**src/rtl/alu_seq.sv**
```systemverilog
// alu_seq: registered 16-op ALU stage with 8-cycle shift-add multiply and Busy/Done handshake.
module alu_seq (
    input  logic       Clock,
    input  logic       Reset,
    input  logic [7:0] A,
    input  logic [7:0] B,
    input  logic [3:0] FunSel,
    input  logic       Start,
    input  logic       WF,
    output logic [7:0] OutALU,
    output logic [3:0] Flags,
    output logic       Busy,
    output logic       Done
);
    typedef enum logic {IDLE, MUL} state_t;
    state_t      state_q;
    logic [7:0]  out_q, a_q, b_q;
    logic [3:0]  flags_q;
    logic        busy_q, done_q, wf_q;
    logic [15:0] acc_q, acc_d;
    logic [2:0]  cnt_q;
    logic [7:0]  res;
    logic [8:0]  s9;
    logic        cf, of;
    // Single-cycle datapath; flags index {Z,C,N,O} = [3:0], so C is bit 2 and O is bit 0.
    always_comb begin
        res = A;
        s9  = 9'h000;
        cf  = flags_q[2];
        of  = flags_q[0];
        case (FunSel)
            4'h0: res = A;
            4'h1: res = B;
            4'h2: res = ~A;
            4'h3: res = ~B;
            4'h4: begin
                s9  = {1'b0, A} + {1'b0, B};
                res = s9[7:0];
                cf  = s9[8];
                of  = (A[7] == B[7]) && (res[7] != A[7]);
            end
            4'h5: begin
                s9  = {1'b0, A} + {1'b0, B} + {8'h00, flags_q[2]};
                res = s9[7:0];
                cf  = s9[8];
                of  = (A[7] == B[7]) && (res[7] != A[7]);
            end
            4'h6: begin
                s9  = {1'b0, A} - {1'b0, B};
                res = s9[7:0];
                cf  = s9[8];
                of  = (A[7] != B[7]) && (res[7] != A[7]);
            end
            4'h7: res = A & B;
            4'h8: res = A | B;
            4'h9: res = A ^ B;
            4'hA: begin res = {A[6:0], 1'b0};       cf = A[7]; end
            4'hB: begin res = {1'b0, A[7:1]};       cf = A[0]; end
            4'hC: begin res = {A[7], A[7:1]};       cf = A[0]; of = 1'b0; end
            4'hD: begin res = {A[6:0], flags_q[2]}; cf = A[7]; end
            4'hE: begin res = {flags_q[2], A[7:1]}; cf = A[0]; end
            default: res = A;
        endcase
    end
    assign acc_d = acc_q + (b_q[cnt_q] ? ({8'h00, a_q} << cnt_q) : 16'h0000);
    always_ff @(posedge Clock or posedge Reset) begin
        if (Reset) begin
            state_q <= IDLE;
            out_q   <= 8'h00;
            flags_q <= 4'h0;
            busy_q  <= 1'b0;
            done_q  <= 1'b0;
            wf_q    <= 1'b0;
            a_q     <= 8'h00;
            b_q     <= 8'h00;
            acc_q   <= 16'h0000;
            cnt_q   <= 3'd0;
        end else begin
            done_q <= 1'b0;
            if (state_q == IDLE) begin
                if (Start && FunSel == 4'hF) begin
                    a_q     <= A;
                    b_q     <= B;
                    wf_q    <= WF;
                    acc_q   <= 16'h0000;
                    cnt_q   <= 3'd0;
                    busy_q  <= 1'b1;
                    state_q <= MUL;
                end else if (Start) begin
                    out_q  <= res;
                    done_q <= 1'b1;
                    if (WF) flags_q <= {res == 8'h00, cf, res[7], of};
                end
            end else begin
                acc_q <= acc_d;
                cnt_q <= cnt_q + 3'd1;
                if (cnt_q == 3'd7) begin
                    out_q   <= acc_d[7:0];
                    done_q  <= 1'b1;
                    busy_q  <= 1'b0;
                    state_q <= IDLE;
                    if (wf_q) flags_q <= {acc_d[7:0] == 8'h00, |acc_d[15:8], acc_d[7], flags_q[0]};
                end
            end
        end
    end
    assign OutALU = out_q;
    assign Flags  = flags_q;
    assign Busy   = busy_q;
    assign Done   = done_q;
endmodule

```
**config.mk**
```make
export PLATFORM = sky130hd
export DESIGN_NAME = alu_seq
export DESIGN_NICKNAME = d
export VERILOG_FILES = /design/src/rtl/alu_seq.sv
export SDC_FILE = /design/constraint.sdc
export NUM_CORES = 1
export LEC_CHECK = 0
export CAP_MARGIN = 5
export CELL_PAD_IN_SITES_DETAIL_PLACEMENT = 0
export CELL_PAD_IN_SITES_GLOBAL_PLACEMENT = 1
export CORE_AREA = 5 5 112 114
export DETAILED_ROUTE_END_ITERATION = 16
export DIE_AREA = 0 0 117 119
export GPL_TIMING_DRIVEN = 0
export PLACE_DENSITY = 0.95
export SYNTH_ARGS = -nofsm -noshare
export SYNTH_HDL_FRONTEND = slang
export SYNTH_SLANG_ARGS = --single-unit
```
**constraint.sdc**
```tcl
create_clock -name Clock -period 6.45 [get_ports Clock]
set_input_delay 1.29 -clock Clock [delete_from_list [all_inputs] [get_ports Clock]]
set_output_delay 1.29 -clock Clock [all_outputs]
set_load 0.01 [all_outputs]
```
==> summary.md <==
| Metric | Value |
|---|---|
| Worst Hold Launch | `OutALU[4]` |
| Post_cts resized | `0` |
| Via count normalized by instance count | `~6.3` |
| Net switching power of the design | `0.885 mW` |
| Wire length of the first global-routing pass | `~30000 um` |
| Post-synth EDFFs | `0` |
| Number of global-route vias before repair | `5239` |
| Worst setup EP type | `flop` |
| Fraction of power spent switching nets | `45.0%` |
| Commonest non-fill, non-tap cell in the layout | `nor2_1` |
| Total track usage | `a little over a quarter` |
| ANT cells | `0` |
| Highest-count cells in the layout ignoring fill and taps | `77 x nor2_1, 59 x nand2_1, 57 x a21oi_1` |
| Number of buffers added by the clock tree synthesis step | `5` |
| Pin slew with the least headroom to its limit | `877 ps` |
| HPWL after DPL | `approximately 15000 um` |
| Clock Power Share | `between 10 and 15%` |
| Cell type with the largest total area after synthesis | `dfrtp_1` |
| Post-route clock period utilization | `71.4%` |
| Number of clock sinks | `51` |
| Count of pins over their slew limit | `0` |
| Highest achievable clock rate | `0.217 GHz` |
| Placed inst area | `0.00599 sq mm` |
| Number of rows in the core area | `39` |
| Final critical-path setup slack | `1850 ps` |
| Share of power burned in registers | `~27%` |
| Start point of the critical path | `A[4]` |
| Clock transition at the register clock pins on the worst setup and hold paths after CTS | `around 70 ps` |
| Worst slack after detailed placement | `1650 ps` |
| Internal power | `1.08 mW` |
| Fill cell count | `around 1100` |
| Crit path DAT | `about 4800 ps` |
| Maximum number of pins on one net before global-route repair | `40` |
| CTS tree | `done` |
| Post-synthesis average cell area | `8.08 sq um` |
| Vias after detailed routing | `between 5000 and 6000` |
| Proportion of register bits with asynchronous set or reset after synthesis | `100%` |
| Worst Setup Path Type | `primary input to flop` |
| Number of remaining DRC errors | `0` |
| Layout Skew | `15.2 ps` |
| Worst hold path type | `flop to flop` |
| Final Instance Area | `0.00614 sq mm` |
| Worst Path Required | `roughly 6600 ps` |
| Area of the mapped netlist | `0.00542 sq mm` |
| Syn Inst Count | `671` |
| Critical R2R Launch | `cnt_q[0]` |
| Biggest fanout along the worst timing path | `10` |
| Wire per inst | `21.7 um` |
| Last weighted congestion value of the routability-driven placer | `approximately 0.96` |
| Post-synthesis cell type count | `80` |
| Final count of negative-setup-slack endpoints | `0` |
| Area of the die | `around 0.014 sq mm` |
| Std-Cell Core Area | `0.0113 sq mm` |
| Layout overhead on the synthesized area | `13.2%` |
| Proportion of power drawn by combinational gates | `58.9%` |
| Chip width | `117 um` |
| Total negative slack | `0 ps` |
| Total routed wirelength | `18700 um` |
| Floorplan die height | `approximately 120 um` |
| Leading cell types by total area after synthesis | `dfrtp_1 24%, ha_1 9.9%, nor2_1 5.3%, a21oi_1 5.3%, mux2_2 4.2%` |
| Worst Setup Start Kind | `primary input` |
| Static leakage | `2.66 nW` |
| Total of max-cap violations | `0` |
| Most used flip-flop cell after synthesis | `dfrtp_1` |
| Root cell of the clock tree | `clkbuf_16` |
| Share of Yosys cell area claimed by the top area cell type | `23.5%` |
| Post-Syn Nets | `741` |
| Count of state elements after synthesis | `51` |
| Buffers from clock root to sink, at most | `2` |
| Stage delay of the slowest cell on the critical path | `around 780 ps` |
| Number of buffers added on ports | `37` |
| Starting Density | `roughly 48%` |
| Power density normalized to cell area | `roughly 320 mW/mm^2` |
| Slowest library cell on the worst path | `clkdlybuf4s50_1` |
| Initial antenna violation count | `0` |
| H-Tree Level Count | `2` |
| Share of post-route cells with drive strength above 1 | `8.23%` |
| Sequential area share after synthesis | `23.5%` |
| Final antenna-violating net count | `0` |
| Number of post-CTS setup repair buffers | `0` |
| Length of the first detailed-routing pass in iterations | `5` |
| Max IR drop VDD | `0.000234 V` |
| Syn. warnings | `0` |
| Clock latency on the worst-skew pair | `300 ps` |
| Result of the run | `finished, final reports clean` |
| RSZ-0062 raised after global routing | `no` |
| CP cell instances | `clkdlybuf4s50_1 > inv_1 > ha_1 > clkbuf_1 > nand4b_1 > a32oi_1 > nand4_1 > xnor2_1 > xor2_1 > o31ai_1 > mux2_2` |
| Remaining global-route overflow | `0` |
| Count of pins on the block boundary | `38` |
| Minimum period implied by the final worst setup slack | `4600 ps` |
| Iter 0 DRT Violations | `457` |
| Final Hold Viols | `0` |
| Headroom to the max-slew limit | `between 40% and 50%` |
| Count of hold buffers inserted by post-cts repair | `0` |
| Total number of nets in the final design | `roughly 800` |
==> critical path, delay by kind of cell <==
kind / cells / cell delay (ps)
buffers and inverters: 3 / 1350
AND/OR/NAND/NOR: 2 / 390
AO/OA/AOI/OAI: 2 / 630
XOR/XNOR: 2 / 440
multiplexers: 1 / 290
adder cells (fa/ha/maj): 1 / 400
==> area by class of cell <==
type | count | area [sq um] | share of cell area, %
Clock buffer | 5 | 125 | 2.04
Multi-Input combinational cell | 543 | 3820 | 62.2
Timing Repair Buffer | 38 | 390 | 6.36
Sequential cell | 51 | 1280 | 20.8
Buffer | 40 | 189 | 3.08
Clock inverter | 3 | 18.8 | 0.306
Inverter | 37 | 139 | 2.26
Tap cell | 143 | 179 | 2.92
==> path summary, 6_finish.rpt <==
check                       endpoint  slack (ps)  cells after the start
hold / removal             OutALU[4]         490                      1
min in group asynchronous       Done        1280                      2
hold reg to reg            OutALU[4]         490                      1
max in group asynchronous     a_q[1]        4660                      3
setup / recovery            Flags[0]        1850                     11
setup reg to reg            Flags[2]        2180                     15
==> sequential cells by signal, summed over array words and instances, names as in the netlist <==
name     count
b_q          8
Busy         1
OutALU       8
state_q      1
a_q          8
Flags        4
wf_q         1
cnt_q        3
acc_q       16
Done         1
==> cells by family (layout without fill, tap and decap cells) <==
kind of cell / after synthesis / after routing / synth area share (%)
multiplexers: 42 / 42 / 8.91
XOR/XNOR: 27 / 27 / 4.50
adder cells (fa/ha/maj): 46 / 46 / 11.0
buffers and inverters: 77 / 123 / 6.05
AO/OA/AOI/OAI: 221 / 221 / 28.1
flip-flops: 51 / 51 / 23.5
AND/OR/NAND/NOR: 207 / 207 / 17.9
==> routing by layer <==
metal	part of all wire, %	vias to the layer above	track usage, %
met5	0	-	0
met4	3.6	0	9.39
met3	5.2	40	1.98
met2	48	215	44.9
met1	44	2634	36.8
li1	-	2547	-
==> cell usage after synthesis, drive strengths merged, types with 3 or more instances <==
library cell	instances
nor2	77
nand2	60
a21oi	57
dfrtp	51
ha	43
inv	37
o21ai	37
clkbuf	25
mux2	20
mux2i	19
nand3	16
buf	15
xnor2	14
nor3	13
xor2	13
a22o	11
a21o	10
nor2b	10
o22ai	10
o21a	9
o21bai	9
a22oi	8
o211ai	8
a211oi	5
nand2b	5
o2111ai	5
o221ai	4
o32a	4
a221o	3
a31oi	3
a32oi	3
fa	3
mux4	3
nor3b	3
o2bb2ai	3
o311ai	3
o31ai	3
or3	3
==> stage by stage <==
stage	std cells	utilization, %	power (mW)	hold WS, ps
global placement	851	52.8	1.65	471
CTS	860	54.2	1.96	494
floorplan	671	-	1.31	452
detailed placement	852	52.9	1.68	477
finish	860	54.2	1.97	491
global route	860	54.2	2.11	511
==> power by group through the flow <==
stage / logic [mW] / clock network, mW / registers, mW
after global placement: 1.12 / 0 / 0.533
after global routing: 1.27 / 0.285 / 0.552
final: 1.16 / 0.271 / 0.538
after detailed placement: 1.14 / 0 / 0.543
after floorplan: 0.779 / 0 / 0.535
after CTS: 1.15 / 0.273 / 0.537
Note: power is estimated with default switching activity, not from simulation.
